<file path="src/rtl/des_round_sequencer_if.sv">
// Handshake and round-control bundle between the 3DES round sequencer and its neighbours.
// master = sequencer side, slave = block I/O / datapath side.
interface des_round_sequencer_if #(
    parameter int unsigned ROUND_W = 4
);
    logic               start_valid;
    logic               start_ready;
    logic               mode;
    logic               load;
    logic               clear;
    logic               round_en;
    logic [ROUND_W-1:0] round_idx;
    logic [1:0]         pass_idx;
    logic               pass_decrypt;
    logic [1:0]         key_sel;
    logic               last_round;
    logic               done_valid;
    logic               done_ready;
    logic               busy;

    modport master (
        input  start_valid, mode, done_ready,
        output start_ready, load, clear, round_en, round_idx, pass_idx,
               pass_decrypt, key_sel, last_round, done_valid, busy
    );

    modport slave (
        output start_valid, mode, done_ready,
        input  start_ready, load, clear, round_en, round_idx, pass_idx,
               pass_decrypt, key_sel, last_round, done_valid, busy
    );
endinterface

</file>
<file path="src/rtl/des_round_sequencer.sv">
// 3DES round sequencer: accept, load, PASSES x ROUNDS Feistel rounds, then hold the result.
// Optional macro SEQ_ABORT_EN adds an abort input that clears the round register and returns to IDLE.
module des_round_sequencer #(
    parameter int unsigned ROUNDS  = 16,
    parameter int unsigned PASSES  = 3,
    parameter int unsigned ROUND_W = 4
) (
    input  logic                  clk,
    input  logic                  rst,
`ifdef SEQ_ABORT_EN
    input  logic                  abort,
`endif
    des_round_sequencer_if.master bus
);

    typedef enum logic [1:0] {
        S_IDLE,
        S_LOAD,
        S_ROUND,
        S_DONE
    } state_e;

    state_e             state_q, state_d;
    logic [ROUND_W-1:0] round_q, round_d;
    logic [1:0]         pass_q, pass_d;
    logic               mode_q, mode_d;

    logic abort_w;
    logic last_w;
    logic start_ready_c, load_c, clear_c, round_en_c, last_round_c, done_valid_c;
    logic pass_decrypt_c;
    logic [1:0] key_sel_c;

`ifdef SEQ_ABORT_EN
    assign abort_w = abort;
`else
    assign abort_w = 1'b0;
`endif

    assign last_w = (round_q == ROUND_W'(ROUNDS - 1));

    always_ff @(posedge clk) begin
        if (rst) begin
            state_q <= S_IDLE;
            round_q <= '0;
            pass_q  <= '0;
            mode_q  <= 1'b0;
        end else begin
            state_q <= state_d;
            round_q <= round_d;
            pass_q  <= pass_d;
            mode_q  <= mode_d;
        end
    end

    always_comb begin
        state_d        = state_q;
        round_d        = round_q;
        pass_d         = pass_q;
        mode_d         = mode_q;
        start_ready_c  = 1'b0;
        load_c         = 1'b0;
        clear_c        = 1'b0;
        round_en_c     = 1'b0;
        last_round_c   = 1'b0;
        done_valid_c   = 1'b0;
        pass_decrypt_c = 1'b0;
        key_sel_c      = '0;

        case (state_q)
            S_IDLE: begin
                start_ready_c = 1'b1;
                if (bus.start_valid) begin
                    mode_d  = bus.mode;
                    round_d = '0;
                    pass_d  = '0;
                    state_d = S_LOAD;
                end
            end
            S_LOAD: begin
                load_c  = 1'b1;
                state_d = S_ROUND;
            end
            S_ROUND: begin
                round_en_c   = 1'b1;
                last_round_c = last_w;
                if (last_w) begin
                    round_d = '0;
                    if (pass_q == 2'(PASSES - 1)) begin
                        pass_d  = '0;
                        state_d = S_DONE;
                    end else begin
                        pass_d = pass_q + 2'd1;
                    end
                end else begin
                    round_d = round_q + 1'b1;
                end
            end
            S_DONE: begin
                done_valid_c = 1'b1;
                if (bus.done_ready) begin
                    clear_c = 1'b1;
                    state_d = S_IDLE;
                end
            end
            default: state_d = S_IDLE;
        endcase

        if (state_q == S_LOAD || state_q == S_ROUND) begin
            pass_decrypt_c = mode_q ^ pass_q[0];
            key_sel_c      = mode_q ? (2'(PASSES - 1) - pass_q) : pass_q;
        end

        // Abort overrides every other command so load/round_en/clear stay one-hot.
        if (abort_w && state_q != S_IDLE) begin
            load_c       = 1'b0;
            round_en_c   = 1'b0;
            done_valid_c = 1'b0;
            clear_c      = 1'b1;
            round_d      = '0;
            pass_d       = '0;
            state_d      = S_IDLE;
        end
    end

    assign bus.start_ready  = start_ready_c & ~rst;
    assign bus.load         = load_c & ~rst;
    assign bus.clear        = clear_c & ~rst;
    assign bus.round_en     = round_en_c & ~rst;
    assign bus.last_round   = last_round_c & ~rst;
    assign bus.done_valid   = done_valid_c & ~rst;
    assign bus.pass_decrypt = pass_decrypt_c & ~rst;
    assign bus.key_sel      = rst ? '0 : key_sel_c;
    assign bus.round_idx    = rst ? '0 : round_q;
    assign bus.pass_idx     = rst ? '0 : pass_q;
    assign bus.busy         = (state_q != S_IDLE) & ~rst;

endmodule

</file>
<file path="src/flat_wrapper.sv">
// flat-port wrapper written by rule: the top's interface ports become plain ports
module des_round_sequencer_flat 
#(
    parameter int unsigned ROUNDS  = 16,
    parameter int unsigned PASSES  = 3,
    parameter int unsigned ROUND_W = 4
)
  (clk, rst, bus_start_valid, bus_mode, bus_done_ready, bus_start_ready, bus_load, bus_clear, bus_round_en, bus_round_idx, bus_pass_idx, bus_pass_decrypt, bus_key_sel, bus_last_round, bus_done_valid, bus_busy);
  des_round_sequencer_if #(.ROUND_W(ROUND_W)) bus_i ();
  input  logic clk;
  input  logic rst;
  input wire logic [$bits(bus_i.start_valid)-1:0] bus_start_valid;
  input wire logic [$bits(bus_i.mode)-1:0] bus_mode;
  input wire logic [$bits(bus_i.done_ready)-1:0] bus_done_ready;
  output wire logic [$bits(bus_i.start_ready)-1:0] bus_start_ready;
  output wire logic [$bits(bus_i.load)-1:0] bus_load;
  output wire logic [$bits(bus_i.clear)-1:0] bus_clear;
  output wire logic [$bits(bus_i.round_en)-1:0] bus_round_en;
  output wire logic [$bits(bus_i.round_idx)-1:0] bus_round_idx;
  output wire logic [$bits(bus_i.pass_idx)-1:0] bus_pass_idx;
  output wire logic [$bits(bus_i.pass_decrypt)-1:0] bus_pass_decrypt;
  output wire logic [$bits(bus_i.key_sel)-1:0] bus_key_sel;
  output wire logic [$bits(bus_i.last_round)-1:0] bus_last_round;
  output wire logic [$bits(bus_i.done_valid)-1:0] bus_done_valid;
  output wire logic [$bits(bus_i.busy)-1:0] bus_busy;
  assign bus_i.start_valid = bus_start_valid;
  assign bus_i.mode = bus_mode;
  assign bus_i.done_ready = bus_done_ready;
  assign bus_start_ready = bus_i.start_ready;
  assign bus_load = bus_i.load;
  assign bus_clear = bus_i.clear;
  assign bus_round_en = bus_i.round_en;
  assign bus_round_idx = bus_i.round_idx;
  assign bus_pass_idx = bus_i.pass_idx;
  assign bus_pass_decrypt = bus_i.pass_decrypt;
  assign bus_key_sel = bus_i.key_sel;
  assign bus_last_round = bus_i.last_round;
  assign bus_done_valid = bus_i.done_valid;
  assign bus_busy = bus_i.busy;
  des_round_sequencer #(.ROUNDS(ROUNDS), .PASSES(PASSES), .ROUND_W(ROUND_W)) u_core (.clk(clk), .rst(rst), .bus(bus_i));
endmodule
</file>
<file path="config.mk">
export PLATFORM = sky130hd
export DESIGN_NAME = des_round_sequencer_flat
export DESIGN_NICKNAME = d
export VERILOG_FILES = /design/src/rtl/des_round_sequencer_if.sv /design/src/rtl/des_round_sequencer.sv /design/src/flat_wrapper.sv
export SDC_FILE = /design/constraint.sdc
export NUM_CORES = 1
export LEC_CHECK = 0
export CAP_MARGIN = 25
export CELL_PAD_IN_SITES_DETAIL_PLACEMENT = 0
export CELL_PAD_IN_SITES_GLOBAL_PLACEMENT = 2
export CORE_UTILIZATION = 27
export CTS_BUF_LIST = sky130_fd_sc_hd__clkbuf_4 sky130_fd_sc_hd__clkbuf_8
export DETAILED_ROUTE_END_ITERATION = 8
export PLACE_DENSITY_LB_ADDON = 0.2
export SYNTH_ARGS = -nofsm -noshare
export SYNTH_HDL_FRONTEND = slang
export SYNTH_SLANG_ARGS = --single-unit
</file>
<file path="constraint.sdc">
create_clock -name clk -period 2 [get_ports clk]
set_input_delay 0.2 -clock clk [delete_from_list [all_inputs] [get_ports clk]]
set_output_delay 0.2 -clock clk [all_outputs]
set_load 0.01 [all_outputs]
</file>
Yosys cells after proc, flatten, opt, wreduce, memory -nomap -nowiden
Cells that the tools add are included.
Widths: inputs -> output; s select.
- bits in latches: 0
- bits in read-only memories: 0
- register bits after elaboration: 9
- RAM bits: 0
- output and inout port bits: 16
- word-level logic and storage cells: 59
- memories: 0
- bitwise operators: 10
- divide/modulo/power cells: 0
- $lt $le $gt $ge: 0
- shift-type cells: 0
- reductions and logical operators: 8
- multiplexer cells: 25
- equality and inequality tests: 9
- add/subtract/negate cells: 3
- multipliers: 0
- operators with widths (kind ; number):
    $mux 2 ; 11
    $mux 4 ; 3
    $and 1x1->1 ; 8
    $mux 1 ; 8
    $pmux 2 s4 ; 1
    $pmux 4 s2 ; 1
    $eq 2x2->1 const B ; 3
    $add 4x1->4 const B ; 1
    $eq 4x4->1 const B ; 1
    $ne 2x1->1 const B ; 2
    $ne 2x2->1 const B ; 2
    $pmux 2 s2 ; 1
    $reduce_and 2->1 ; 2
    $reduce_and 4->1 ; 1
    $reduce_bool 2->1 ; 2
    $reduce_and 3->1 ; 1
    $add 2x1->2 const B ; 1
    $eq 2x1->1 const B ; 1
    $logic_not 2->1 ; 1
    $sub 2x2->2 const A ; 1
    $logic_or 1x1->1 ; 1
    $not 1->1 ; 1
    $xor 1x1->1 ; 1

Logic depth before layout (Yosys ltp)
- depth after elaboration: 4
- gate-level depth with buffers: 7

Worst setup path after synthesis
No wires, ideal clock.
- kind: flip-flop to flip-flop
- start: register u_core.state_q[0]
- end: register u_core.state_q[1]
- path slack: 0.383 ns
- data arrival time: 1.489 ns
- path buffers: 1
- library setup time: 0.128 ns
- cell stages (with the launch flop): 8
- cell sequence: dfxtp_1 > inv_1 > ha_1 > clkbuf_1 > and2b_1 > a2111oi_4 > mux2i_1 > nor2_1
- longest elaborated chain between the ends: 3
- elaborated cells between the ends (all ways): 10
- those cells by class: eq/ne (7); mux (1); reduce/logical (2)
- RTL lines (what ; line ; RTL):
    from (decl) ; des_round_sequencer.sv:23 ; state_e state_q, state_d;
    from (signal assigned) ; des_round_sequencer.sv:49 ; state_q <= state_d;
    $eq 2x2->1 / $logic_not 2->1 (equally long branches) ; des_round_sequencer.sv:70 ; case (state_q)
    $ne 2x1->1 (no source line) / $ne 2x2->1 (equally long branches) ; - ;
    $reduce_and 4->1 (no source line) ; - ;
Parallel ways exist; a longest one is shown, timed or not.
A chain may end at the register's enable or synchronous reset.

Final worst setup path
- start: register u_core.state_q[0]
- end: output bus_start_ready
- longest elaborated chain between the ends: 3
- RTL lines (what ; line ; RTL):
    $logic_not 2->1 ; des_round_sequencer.sv:70 ;
    $mux 1 ; des_round_sequencer.sv:70 ;
    $and 1x1->1 ; des_round_sequencer.sv:126 ; assign bus.start_ready = start_ready_c & ~rst;
    to (decl) ; flat_wrapper.sv:15 ; output wire logic [$bits(bus_i.start_ready)-1:0] bus_start_ready;
Every way passes these cells.

==> impl_metrics.tcl <==
set metrics [dict create \
    wl_met2_um 688 \
    ctsRootBufferMaster "clkbuf_4" \
    crit_family "buffers and inverters" \
    drc 0 \
    vias_per_cell 4.64 \
    post_cts_buffers 0 \
    die_w_um 52.6 \
    synth_cells 85 \
    hold_path_end "u_core.mode_q" \
    vias 636 \
    layout-drive-gt1-share_pct 10.1 \
    cp_slowest_stage_delay_ps 530 \
    post-synth-top-area-fraction_pct 26.1 \
    path_buf_inv 2 \
    grt_max_degree 20 \
    dieHeight_um 52.6 \
    rr_startpoint "u_core.state_q[0]" \
    ctsHtreeMaxLevel 1 \
    fmax_mhz 535 \
    rows 17 \
    setup_viol 0 \
    dieArea_um2 2760 \
    rsz0062_at_grt "false" \
    path_clk_slew_ps 60 \
    ant_nets 0 \
    cts_tree "done" \
    drt_iter0_drc 7 \
    setup_slack_ps 130 \
    path_depth 4 \
    min_path_cells 3 \
    seq_area_frac_synth_pct 26.1 \
    antenna_found_initial 0 \
    globalplace.congestion 0.759 \
    core_um2 2320 \
    wl_met3_um 70 \
    io_buffer_count 20 \
    yosysMostFrequentCell "nor2_1" \
    boundaryPins 21 \
    cts_sinks 9 \
    drtPass1Iterations 3 \
    syn_area_per_cell_um2 8.13 \
    synth_area_leaders "dfxtp_1 26%, ha_1 16%, nor2b_1 11%" \
    yosysWarnings 0 \
    clockBufferDepth 2 \
    synth_area_um2 691 \
    ir_drop_uv 401 \
    grt_pass1_vias 595 \
    final_max_slew_viol_count 0 \
    initial_core_util_pct 29.8 \
    met1_length_um 788 \
    diodes 0 \
    crit_type "flip-flop to primary output" \
    reg2regPathDepth 6 \
    clock_skew_ps 3.99 \
    syn2layout_area_growth_pct 42.9 \
    p_leak_nw 0.414 \
    regToRegSetupSlack_ps 410 \
    required_ps 1800 \
    cp_max_fo 10 \
    hp-start "bus_mode" \
    synth_seq_cells 9 \
    drv_cap 0 \
    wl_per_cell_um 11.4 \
    tightest_slew_ps 368 \
    arrival_ps 1670 \
    synth_flop_cell "dfxtp_1" \
    min_path_type "primary input to flip-flop" \
    crit_slowest_cell "clkdlybuf4s50_1" \
    ys_async_sr_fraction_pct 0 \
    dr.max_layer_used "met4" \
    synth.distinct_cells 25 \
    crit_path_end_kind "primary output" \
    hpwlAfterDp_um 1170 \
    grt.total_usage_pct 13.7 \
    fillCellCount 251 \
    tns_ps 0 \
    register_area_um2 181 \
    multi_input_area_um2 483 \
    p_per_area_nw_per_um2 819 \
    finalHoldViolCount 0 \
    clock_latency_ps 260 \
    post-place-ws_ps 88.9 \
    synth.net_count 99 \
    status "completed" \
    start_kind "flip-flop" \
    routed_wl_um 1560 \
    cts_buffers 3 \
    synth_largest_area_cell "dfxtp_1" \
    slew_headroom_pct 75.2 \
    yosys-top-cells-count "13 x nor2_1, 12 x nor2b_1, 9 x dfxtp_1, 9 x ha_1" \
    synth_edf_count 0 \
    period_share_pct 93.5 \
    nets 124 \
    crit_chain "inv_1, ha_2, nor2b_1, clkdlybuf4s50_1" \
    grt_pass1_wl_um 2710 \
    final.min_clock_period_ps 1870 \
    grt-ovfl-total 0 \
    r2r_end "u_core.state_q[1]" \
]
==> worst reg2reg max path: cells and delay by family (launching register included) <==
family                   cells  cell delay, ps
flip-flops                   1             350
adder cells (fa/ha/maj)      1             250
buffers and inverters        1              80
AND/OR/NAND/NOR              2             310
multiplexers                 1             220
AO/OA/AOI/OAI                1             260
==> state kept, by name, summed over array words and instances, names as in the netlist <==
register and cells:
u_core.round_q 4, u_core.pass_q 2, u_core.state_q 2, u_core.mode_q 1
==> what timing repair did <==
| action | 4_1_cts | 5_1_grt |
|---|---|---|
| endpoints found under the setup margin | 3 | 4 |
| gates resized for setup | 2 | 3 |
| hold buffers | 0 | 0 |
==> power by group <==
group          total [W]  internal, W  switching (W)
Clock           0.000154    0.0000904      0.0000633
Combinational   0.000428     0.000202       0.000226
Sequential      0.000227     0.000206      0.0000216
==> final cells by class <==
cell class,instances,share of cell area [%]
Multi-Input combinational cell,68,48.9
Timing Repair Buffer,23,24.2
Sequential cell,9,18.4
Tap cell,28,3.55
Clock buffer,4,3.04
Inverter,5,1.90
==> routing by layer <==
metal / vias to the layer above / global-route usage (%)
met3: 2 / 5.51
met4: 0 / 3.95
met1: 280 / 16.9
li1: 340 / -
met2: 14 / 21.5
met5: - / 0
==> worst max path at each step <==
stage | endpoint | slack, ps | from
6_report | bus_start_ready | 130 | u_core.state_q[0]
4_1_cts | bus_start_ready | 10 | u_core.state_q[0]
5_1_grt | bus_key_sel[1] | 3 | u_core.state_q[0]
3_5_place_dp | bus_key_sel[1] | 90 | rst
2_1_floorplan | u_core.state_q[1] | 380 | u_core.state_q[0]
3_3_place_gp | bus_key_sel[1] | 160 | rst
==> kinds of logic (layout without fill, tap and decap cells) <==
group                    Yosys count  in the layout  synth area share, %
AND/OR/NAND/NOR                   43             43                 32.8
flip-flops                         9              9                 26.1
buffers and inverters              8             32                 4.35
adder cells (fa/ha/maj)            9              9                 16.3
XOR/XNOR                           2              2                 2.54
AO/OA/AOI/OAI                     12             12                 15.0
multiplexers                       2              2                 2.90
==> stage by stage <==
| stage | hold slack, ps | area [µm²] | total power, W | utilization, % | std cells |
|---|---|---|---|---|---|
| CTS | 484 | 980 | 0.000820 | 42.3 | 137 |
| finish | 496 | 987 | 0.000809 | 42.6 | 137 |
| floorplan | 348 | 691 | 0.000508 | - | 85 |
| global placement | 508 | 950 | 0.000661 | 41.0 | 133 |
| detailed placement | 509 | 950 | 0.000656 | 41.0 | 133 |
| global route | 506 | 987 | 0.000892 | 42.6 | 137 |
==> layout by cell type (no fill, tap or decap) <==
cell / n
nand2_1: 5
dlygate4sd2_1: 1
a32oi_1: 1
nor2b_1: 12
dlymetal6s2s_1: 2
buf_12: 1
xnor2_1: 1
nor3b_1: 1
and2b_1: 1
xor2_1: 1
a2111oi_4: 1
dfxtp_1: 8
clkdlybuf4s50_1: 17
o41ai_1: 2
nand3_2: 1
nor4b_1: 1
dfxtp_2: 1
a211oi_1: 1
mux2i_1: 2
and2_1: 1
ha_2: 1
a21oi_1: 3
clkbuf_4: 4
nand2b_1: 2
nand3_1: 5
ha_1: 8
and3_1: 1
o32ai_1: 2
nor2_1: 13
buf_4: 2
o21ai_0: 2
inv_1: 5
(Power assumes the default switching activity.)
